File: config.mk
export PLATFORM = sky130hd
export DESIGN_NAME = multicycle_mips_core
export DESIGN_NICKNAME = d
export VERILOG_FILES = /design/src/rtl/mips_mc_pkg.sv /design/src/rtl/mips_mc_regfile.sv /design/src/rtl/multicycle_mips_core.sv
export SDC_FILE = /design/constraint.sdc
export NUM_CORES = 2
export LEC_CHECK = 0
export ABC_AREA = 1
export ABC_CLOCK_PERIOD_IN_PS = 10600
export CAP_MARGIN = 20
export CELL_PAD_IN_SITES_DETAIL_PLACEMENT = 2
export CELL_PAD_IN_SITES_GLOBAL_PLACEMENT = 2
export CORE_MARGIN = 2
export CORE_UTILIZATION = 40
export DETAILED_ROUTE_END_ITERATION = 8
export HOLD_SLACK_MARGIN = 0.15
export PLACE_DENSITY = 0.86
export SLEW_MARGIN = 10
export SYNTH_ARGS = -nofsm -noshare
export SYNTH_HDL_FRONTEND = slang
export SYNTH_SLANG_ARGS = --single-unit
File: constraint.sdc
create_clock -name i_clk -period 10.6 [get_ports i_clk]
set_input_delay 1.06 -clock i_clk [delete_from_list [all_inputs] [get_ports i_clk]]
set_output_delay 1.06 -clock i_clk [all_outputs]
set_load 0.02 [all_outputs]
File: src/rtl/mips_mc_pkg.sv
// Shared definitions for the multi-cycle MIPS core: opcodes, functs,
// FSM state encoding, ALU control codes and small decode helpers.
package mips_mc_pkg;

    localparam logic [5:0] OP_RTYPE = 6'h00;
    localparam logic [5:0] OP_J     = 6'h02;
    localparam logic [5:0] OP_BEQ   = 6'h04;
    localparam logic [5:0] OP_ADDI  = 6'h08;
    localparam logic [5:0] OP_LW    = 6'h23;
    localparam logic [5:0] OP_SW    = 6'h2B;

    localparam logic [5:0] FN_ADD = 6'h20;
    localparam logic [5:0] FN_SUB = 6'h22;
    localparam logic [5:0] FN_AND = 6'h24;
    localparam logic [5:0] FN_OR  = 6'h25;
    localparam logic [5:0] FN_SLT = 6'h2A;

    typedef enum logic [2:0] {
        S_IDLE, S_FETCH, S_DECODE, S_EXEC, S_MEM, S_WB, S_HALT
    } state_t;

    typedef enum logic [2:0] {
        ALU_ADD, ALU_SUB, ALU_AND, ALU_OR, ALU_SLT
    } alu_op_t;

    function automatic logic [31:0] alu_f(input alu_op_t op, input logic [31:0] a,
                                          input logic [31:0] b);
        case (op)
            ALU_SUB: alu_f = a - b;
            ALU_AND: alu_f = a & b;
            ALU_OR:  alu_f = a | b;
            ALU_SLT: alu_f = {31'b0, $signed(a) < $signed(b)};
            default: alu_f = a + b;
        endcase
    endfunction

    function automatic alu_op_t funct_to_alu(input logic [5:0] fn);
        case (fn)
            FN_SUB:  funct_to_alu = ALU_SUB;
            FN_AND:  funct_to_alu = ALU_AND;
            FN_OR:   funct_to_alu = ALU_OR;
            FN_SLT:  funct_to_alu = ALU_SLT;
            default: funct_to_alu = ALU_ADD;
        endcase
    endfunction

    // True for every opcode/funct pair the core implements.
    function automatic logic is_legal(input logic [31:0] ir);
        case (ir[31:26])
            OP_RTYPE: is_legal = (ir[5:0] == FN_ADD) || (ir[5:0] == FN_SUB) ||
                                 (ir[5:0] == FN_AND) || (ir[5:0] == FN_OR)  ||
                                 (ir[5:0] == FN_SLT);
            OP_J, OP_BEQ, OP_ADDI, OP_LW, OP_SW: is_legal = 1'b1;
            default: is_legal = 1'b0;
        endcase
    endfunction

endpackage

File: src/rtl/mips_mc_regfile.sv
// 32x32 register file: two async read ports, one sync write port,
// $0 hardwired to zero, synchronous active-low clear.
module mips_mc_regfile (
    input  logic        i_clk,
    input  logic        i_reset,
    input  logic [4:0]  i_raddr0,
    input  logic [4:0]  i_raddr1,
    output logic [31:0] o_rdata0,
    output logic [31:0] o_rdata1,
    input  logic        i_we,
    input  logic [4:0]  i_waddr,
    input  logic [31:0] i_wdata
);
    logic [31:0] r_regs [32];

    // Clear on reset, otherwise write any register except $0.
    always_ff @(posedge i_clk) begin
        if (!i_reset) begin
            for (int i = 0; i < 32; i++) r_regs[i] <= '0;
        end else if (i_we && (i_waddr != 5'd0)) begin
            r_regs[i_waddr] <= i_wdata;
        end
    end

    assign o_rdata0 = (i_raddr0 == 5'd0) ? 32'd0 : r_regs[i_raddr0];
    assign o_rdata1 = (i_raddr1 == 5'd0) ? 32'd0 : r_regs[i_raddr1];

endmodule

File: src/rtl/multicycle_mips_core.sv
// Multi-cycle MIPS core with a single shared req/ready memory port.
// Optional illegal-instruction trap: define MULTICYCLE_MIPS_ILLEGAL_TRAP_EN.
module multicycle_mips_core
    import mips_mc_pkg::*;
#(
    parameter logic [31:0] RESET_PC = 32'h0000_0000,
    parameter int          ADDR_W   = 32,
    parameter int          CNT_W    = 32
) (
    input  logic              i_clk,
    input  logic              i_reset,
    output logic              o_mem_req,
    output logic              o_mem_we,
    output logic [ADDR_W-1:0] o_mem_addr,
    output logic [31:0]       o_mem_wdata,
    input  logic              i_mem_ready,
    input  logic [31:0]       i_mem_rdata,
    output logic              o_retire,
    output logic [CNT_W-1:0]  o_instr_count,
    output logic              o_halted
);
    state_t           r_state;
    logic [31:0]      r_pc, r_ir, r_a, r_b, r_aluout, r_mdr;
    logic [CNT_W-1:0] r_instr_count;

    logic [5:0]  w_op, w_funct;
    logic [4:0]  w_rs, w_rt, w_rd;
    logic [31:0] w_simm, w_rs_data, w_rt_data, w_alu_res, w_branch_tgt, w_addr_full;
    logic        w_legal, w_retire, w_wb_en;
    logic [4:0]  w_wb_addr;
    logic [31:0] w_wb_data;

    assign w_op         = r_ir[31:26];
    assign w_rs         = r_ir[25:21];
    assign w_rt         = r_ir[20:16];
    assign w_rd         = r_ir[15:11];
    assign w_funct      = r_ir[5:0];
    assign w_simm       = {{16{r_ir[15]}}, r_ir[15:0]};
    assign w_legal      = is_legal(r_ir);
    assign w_branch_tgt = r_pc + {w_simm[29:0], 2'b00};

    assign w_wb_en   = (r_state == S_WB);
    assign w_wb_addr = (w_op == OP_RTYPE) ? w_rd : w_rt;
    assign w_wb_data = (w_op == OP_LW) ? r_mdr : r_aluout;

    mips_mc_regfile u_rf (
        .i_clk    (i_clk),
        .i_reset  (i_reset),
        .i_raddr0 (w_rs),
        .i_raddr1 (w_rt),
        .o_rdata0 (w_rs_data),
        .o_rdata1 (w_rt_data),
        .i_we     (w_wb_en),
        .i_waddr  (w_wb_addr),
        .i_wdata  (w_wb_data)
    );

    // EXEC-stage ALU: R-type uses funct, everything else adds the immediate.
    always_comb begin
        w_alu_res = alu_f(ALU_ADD, r_a, w_simm);
        if (w_op == OP_RTYPE) w_alu_res = alu_f(funct_to_alu(w_funct), r_a, r_b);
    end

    // Commit strobe, asserted in the cycle whose closing edge retires.
    always_comb begin
        w_retire = 1'b0;
        case (r_state)
`ifdef MULTICYCLE_MIPS_ILLEGAL_TRAP_EN
            S_DECODE: w_retire = (w_op == OP_J);
`else
            S_DECODE: w_retire = (w_op == OP_J) || !w_legal;
`endif
            S_EXEC:   w_retire = (w_op == OP_BEQ);
            S_MEM:    w_retire = (w_op == OP_SW) && i_mem_ready;
            S_WB:     w_retire = 1'b1;
            default:  w_retire = 1'b0;
        endcase
    end

    // Memory port is decoded straight from state registers, so it holds steady while waiting.
    assign w_addr_full   = (r_state == S_FETCH) ? r_pc : r_aluout;
    assign o_mem_req     = (r_state == S_FETCH) || (r_state == S_MEM);
    assign o_mem_we      = (r_state == S_MEM) && (w_op == OP_SW);
    assign o_mem_addr    = w_addr_full[ADDR_W-1:0] & ~ADDR_W'(3);
    assign o_mem_wdata   = r_b;
    assign o_retire      = w_retire;
    assign o_instr_count = r_instr_count;
`ifdef MULTICYCLE_MIPS_ILLEGAL_TRAP_EN
    assign o_halted      = (r_state == S_HALT);
`else
    assign o_halted      = 1'b0;
`endif

    // Main sequencer: state, PC, datapath latches and retire counter.
    always_ff @(posedge i_clk) begin
        if (!i_reset) begin
            r_state       <= S_IDLE;
            r_pc          <= RESET_PC;
            r_ir          <= '0;
            r_a           <= '0;
            r_b           <= '0;
            r_aluout      <= '0;
            r_mdr         <= '0;
            r_instr_count <= '0;
        end else begin
            if (w_retire) r_instr_count <= r_instr_count + CNT_W'(1);
            case (r_state)
                S_IDLE: r_state <= S_FETCH;
                S_FETCH: if (i_mem_ready) begin
                    r_ir    <= i_mem_rdata;
                    r_pc    <= r_pc + 32'd4;
                    r_state <= S_DECODE;
                end
                S_DECODE: begin
                    r_a      <= w_rs_data;
                    r_b      <= w_rt_data;
                    r_aluout <= w_branch_tgt;
                    if (w_op == OP_J) begin
                        r_pc    <= {r_pc[31:28], r_ir[25:0], 2'b00};
                        r_state <= S_FETCH;
                    end else if (!w_legal) begin
`ifdef MULTICYCLE_MIPS_ILLEGAL_TRAP_EN
                        r_state <= S_HALT;
`else
                        r_state <= S_FETCH;
`endif
                    end else begin
                        r_state <= S_EXEC;
                    end
                end
                S_EXEC: begin
                    if (w_op == OP_BEQ) begin
                        if (r_a == r_b) r_pc <= r_aluout;
                        r_state <= S_FETCH;
                    end else begin
                        r_aluout <= w_alu_res;
                        r_state  <= ((w_op == OP_LW) || (w_op == OP_SW)) ? S_MEM : S_WB;
                    end
                end
                S_MEM: if (i_mem_ready) begin
                    if (w_op == OP_SW) begin
                        r_state <= S_FETCH;
                    end else begin
                        r_mdr   <= i_mem_rdata;
                        r_state <= S_WB;
                    end
                end
                S_WB: r_state <= S_FETCH;
`ifdef MULTICYCLE_MIPS_ILLEGAL_TRAP_EN
                S_HALT: r_state <= S_HALT;
`endif
                default: r_state <= S_IDLE;
            endcase
        end
    end

endmodule

# Word level (Yosys, flattened, before mapping)
# Memories as Yosys holds them, arrays and structs flattened. A register that Yosys moved wholly into a read port is not among the register bits.
# Cells that the tools add are included.
# W data, S select, Z words.
[word_totals]
ff_bits = 227
latchBits = 0
mem_bits_rw = 1024
romBits = 0
wordCells = 112
memories = 1
[memory_table]
columns = ["memory", "depth", "width", "rd", "rd_ports_with_merged_regs", "write_ports", "line_no", "rtl"]
rows = [
  ["u_rf.r_regs", 32, 32, 2, 2, 32, "mips_mc_regfile.sv:14", "logic [31:0] r_regs [32];"],
]
[op_classes]
add_sub_neg = 6
mul = 0
n_div = 0
n_lt_le_gt_ge = 1
n_eq_ne = 26
shift = 0
mux = 37
n_bitwise = 4
n_reduce_logical = 28
[ops]
columns = ["op", "count"]
rows = [
  ["$mux W32", 10],
  ["$pmux W32 S4", 1],
  ["$add A32 B32 Y32", 3],
  ["$pmux W32 S3", 1],
  ["$pmux W32 S2", 1],
  ["$eq A6 B6 Y1 const B", 7],
  ["$add A32 B1 Y32 const B", 1],
  ["$add A32 B3 Y32 const B", 1],
  ["$and A32 B32 Y32", 1],
  ["$eq A32 B32 Y1", 1],
  ["$lt A32 B32 Y1", 1],
  ["$or A32 B32 Y32", 1],
  ["$reduce_or A32 Y1", 1],
  ["$sub A32 B32 Y32", 1],
  ["$mux W5", 6],
  ["$mux W28", 1],
  ["$mux W3", 5],
  ["$pmux W3 S5", 1],
  ["$eq A3 B2 Y1 const B", 4],
  ["$ne A2 B2 Y1 const B", 6],
  ["$pmux W3 S4", 1],
  ["$logic_not A5 Y1", 2],
  ["$reduce_and A5 Y1", 2],
  ["$eq A3 B3 Y1 const B", 3],
  ["other kinds (21)", 40],
]

# Longest topological paths before layout
[depth]
ltp_word = 9
mapped_depth = 21

# By module
# Synthesis repeated with hierarchy kept, for this count alone.
[unflattened]
hier_cells = 10640
hier_area_um2 = 76982.6
[by_module_without_submodules]
columns = ["module", "n_inst", "cells_each", "area_each_um2", "seq_area_each_um2"]
rows = [
  ["mips_mc_regfile", 1, 7269, 56649.3, 30749.5],
  ["multicycle_mips_core", 1, 3371, 20333.3, 4544.4],
]

# Worst setup path after synthesis
# No wires, ideal clock.
[synth_timing]
kind = "flip-flop to flip-flop"
from = "register r_ir[15]"
to = "memory u_rf.r_regs[19][0] (enable)"
setup_ps = 389
t_arrival_ps = 3160
t_required_ps = 10211
path_slack_ps = 7051
stages_incl_launch_ff = 14
path_buffers = 1
synth_period_minus_slack_ps = 3549
path_cell_list = "dfxtp_1 > inv_1 > o21ai_1 > inv_1 > nand2_1 > nor2_1 > nand2_1 > nand2_4 > nor2_1 > nand3_1 > inv_2 > nand2_1 > buf_2 > nand2_1"
[synth_rtl]
columns = ["element", "line_no", "rtl"]
rows = [
  ["from (decl)", "multicycle_mips_core.sv:23", "logic [31:0] r_pc, r_ir, r_a, r_b, r_aluout, r_mdr;"],
  ["from (signal assigned)", "multicycle_mips_core.sv:110", "r_ir <= i_mem_rdata;"],
  ["to (decl)", "mips_mc_regfile.sv:14", ""],
]

==> summary by stage <==
Clocking
No sink is reached through more buffers than the 3 on the longest clock path. The tree built by TritonCTS fans out to 1261 sinks. The total of hold buffers inserted after clock tree synthesis is 0. The worst-skew pair later-pin latency is 840 ps.

TritonCTS created 149 clock buffers. After clock tree synthesis, the setup repair step added 0 buffers. The maximum level of the CTS H-tree is 4.

TritonCTS built the clock tree. Clock-pin slew was measured on the worst setup and hold paths at 60 ps. The number of gates resized after CTS was 0. The cell at the root of the clock tree is clkbuf_16.

Timing
The hold violation total from the final report is 0. In the post-route analysis, the smallest setup slack over all paths is 5090 ps. Setup violations remaining at the end of the flow were counted as 0. Headroom to the max-slew limit came out at 20.27%. The final critical-path required period is 5510 ps. The worst clock skew is 41.13 ps.

The slew at the pin with the worst max-slew slack is 1192 ps. The max-slew violation count came to 0. The maximum achievable frequency is 0.1815 GHz.

The share of the clock period used by the worst path after layout is 51.98%. Setup repair after global routing left no endpoint under its margin. Hold timing on the final database bottoms out at a slack of 462.0 ps.

The total negative slack for setup checks is 0 ps.

Synth
The number of distinct standard cells referenced by the synthesized netlist is 54. Yosys printed 0 warnings. For this run, the register share of the synthesized area comes to 47.99%. The synthesized design contains 1261 register bits. In the synthesized netlist the dominant register cell turns out to be edfxtp_1. In this run, synthesis inferred 1024 flip-flops with an integrated enable.

The proportion of synthesized flip-flops having asynchronous set or reset is 0%. After synthesis, the mean cell area works out to 8.329 um2. After technology mapping, the gate count stands at 8880.

The post-synth design cell area is 0.07396 mm2.

Global routing
The remaining global-route overflow is 0. The first global-routing pass estimated 540500 um of wire. Entering global routing, the biggest net connects 157 pins. For this run, the total global-route usage over all layers was measured as 39.16%. The number of antenna violations at the first check in global routing is 21. The via count of the first global-routing pass is 77440.

Worst setup path
The critical path class is flip-flop to flip-flop. Data arrives at the worst endpoint at 5780 ps. The worst reg-to-reg setup slack is 5090 ps. In this run the worst setup path begins at r_ir[31]. The launch instance of the worst register-to-register path is r_ir[31]. Measured in cells, the most critical reg-to-reg path has a length of 16. STA puts the critical path data required time at 10870 ps. The maximum fanout count along the critical path is 39.

STA classifies the critical path endpoint as a flip-flop. The critical path launch point type is a flip-flop.

Run status
The flow ran to the end, and the final reports show no timing, DRC or antenna violations.

Die
The effective utilization at floorplan is 40.31%. The number of placement rows is 157. The floorplan step defined a die boundary enclosing 0.1884 mm2. The die extent in x is 434.0 um. The total area inside the core boundary comes to 0.1835 mm2. In this run the count of I/O pins placed on the die edge is 135.

The die height is 434.0 um.

Pwr
The analysis attributes to cell leakage a power of 0.02852 uW. In this run the power density over the cells is 175.1 mW/mm2. The maximum resistive drop on vdd is 0.0001429 V.

Overall power consumption after layout is estimated at 14340 uW.

Detailed routing
The detailed router finished its first iteration with 8834 violations. The count of TritonRoute iterations in the first routing pass is 6. The number of vias in the routed layout is 73540. The detail route stage leaves a number of antenna-violating nets equal to 0. The number of design rule violations left after detail routing is 0. The wire length after detailed routing is 377500 um. The post-detailed-route wirelength per cell is 33.73 um. The detail-routed via count per cell is 6.571.

Job
The number of max-cap violations is 0.

Final layout
The final layout contains 8801 nets. With fillers left out, the area of the finished cells amounts to 0.08190 mm2. Leaving out fill and tap cells, the most frequent cell in the layout is nand2_1.

The post-synthesis to final-layout area growth is 10.73%. In the final layout, the share of cells above drive strength 1 is 5.449%. The library cells used most frequently in the layout, excluding fill and tap cells, are 1662 x nand2_1, 1535 x nor2_1, 1024 x edfxtp_1, 619 x a21oi_1, 537 x o21ai_0.

Placed design
In this run the tool buffered the top-level ports with 131 buffer cells. The weighted congestion at the end of routability-driven global placement is 0.9621. Once placement finished, the instance area stood at 0.07710 mm2.

At the placement stage, the worst setup path has a slack of 5233 ps. The HPWL reported at the end of detailed placement is 249400 um.

Worst hold path
The tightest min-delay check is of the flip-flop to flip-flop type. The cell count of the worst hold path is 2. In this run the most critical hold path is launched from r_mdr[27].
[metal layers]
| layer | vias to the layer above | routed length [um] | share of wire (%) | global-route usage (%) |
|---|---|---|---|---|
| li1 | 30570 | - | - | - |
| met3 | 1145 | 37260 | 9.9 | 9.532 |
| met2 | 4172 | 168700 | 45 | 61.02 |
| met5 | - | 164 | 0.043 | 0 |
| met4 | 24 | 28820 | 7.6 | 25.51 |
| met1 | 37630 | 142500 | 38 | 48.36 |
[cell type report]
type,instances,area [um2]
fill,20210,101600
sequential,1261,35530
multi-input combinational,6410,34160
clock buffer,202,4094
tap,2464,3083
timing repair buffer,264,2537
inverter,518,1967
clock inverter,62,503.0
antenna,10,25.02
[where the power goes]
| part | switching, uW | internal, uW | leakage [uW] |
|---|---|---|---|
| registers | 250 | 5550 | 0.0125 |
| logic | 2650 | 770 | 0.0138 |
| clock network | 2270 | 2850 | 0.00225 |
[kinds of logic after synthesis]
family,synth area share (%)
compound gates,18.13
xor+xnor,0.7815
fa+ha+maj,2.781
buf+inv,6.469
flops,47.99
mux,3.465
other cells,0.005070
simple gates,20.38
[flip-flops by register name, indices dropped and copies added (netlist names), named ones only]
| name | cells |
|---|---|
| r_ir | 32 |
| r_aluout | 32 |
| u_rf.r_regs | 1024 |
| o_instr_count | 32 |
| r_mdr | 32 |
| r_state | 3 |
| r_a | 32 |
| o_mem_wdata | 32 |
| r_pc | 32 |
[per-stage QoR]
step	instances	utilization, %
6_report	11190	44.64
2_1_floorplan	8914	-
3_5_place_dp	10910	42.02
3_3_place_gp	10910	42.02
5_1_grt	11180	44.62
4_1_cts	11170	44.53
[path summary, 6_finish.rpt]
path,to
worst max-delay path,u_rf.r_regs[22][5]
worst min-delay path,r_mdr[27]
worst max register to register,u_rf.r_regs[22][5]
worst min register to register,r_mdr[27]
[Yosys cell counts, types with 7 or more instances]
cell type / count / share of area [%]
o221ai_1: 263 / 3.1
a21o_1: 10 / 0.10
dfxtp_1: 237 / 6.4
nand3b_1: 7 / 0.071
a21oi_1: 621 / 4.2
or2_2: 15 / 0.13
clkinv_1: 8 / 0.041
a211oi_1: 10 / 0.10
buf_1: 31 / 0.16
o21bai_1: 16 / 0.16
nand2_2: 8 / 0.068
clkbuf_1: 607 / 3.1
nand4_1: 40 / 0.34
edfxtp_1: 1024 / 42
o22ai_1: 29 / 0.25
inv_2: 7 / 0.036
nand2_1: 1715 / 8.7
nor4_1: 16 / 0.14
a22oi_1: 14 / 0.14
buf_2: 83 / 0.56
a31oi_1: 25 / 0.21
xor2_1: 56 / 0.66
o21ai_0: 567 / 3.8
nor2_1: 1538 / 7.8
inv_1: 503 / 2.6
ha_1: 158 / 2.7
nand3_1: 380 / 2.6
mux2i_1: 256 / 3.5
o211ai_1: 265 / 2.7
xnor2_1: 10 / 0.12
nor3_1: 53 / 0.36
a32oi_1: 256 / 3.0
[worst max-delay path, cell delays in order, from the launching register on]
cell and delay [ps]:
dfxtp_1 350, nor2_2 180, nand3_2 140, nor3_4 130, buf_4 480, inv_2 50
buf_4 290, nand2_1 130, o21ai_1 140, inv_1 240, nand2_1 120, nor2_1 330
nand2_1 190, nand2_4 190, nor4_4 80, nand2_2 800, nand2_2 980
Power figures use the tool's default switching activity.
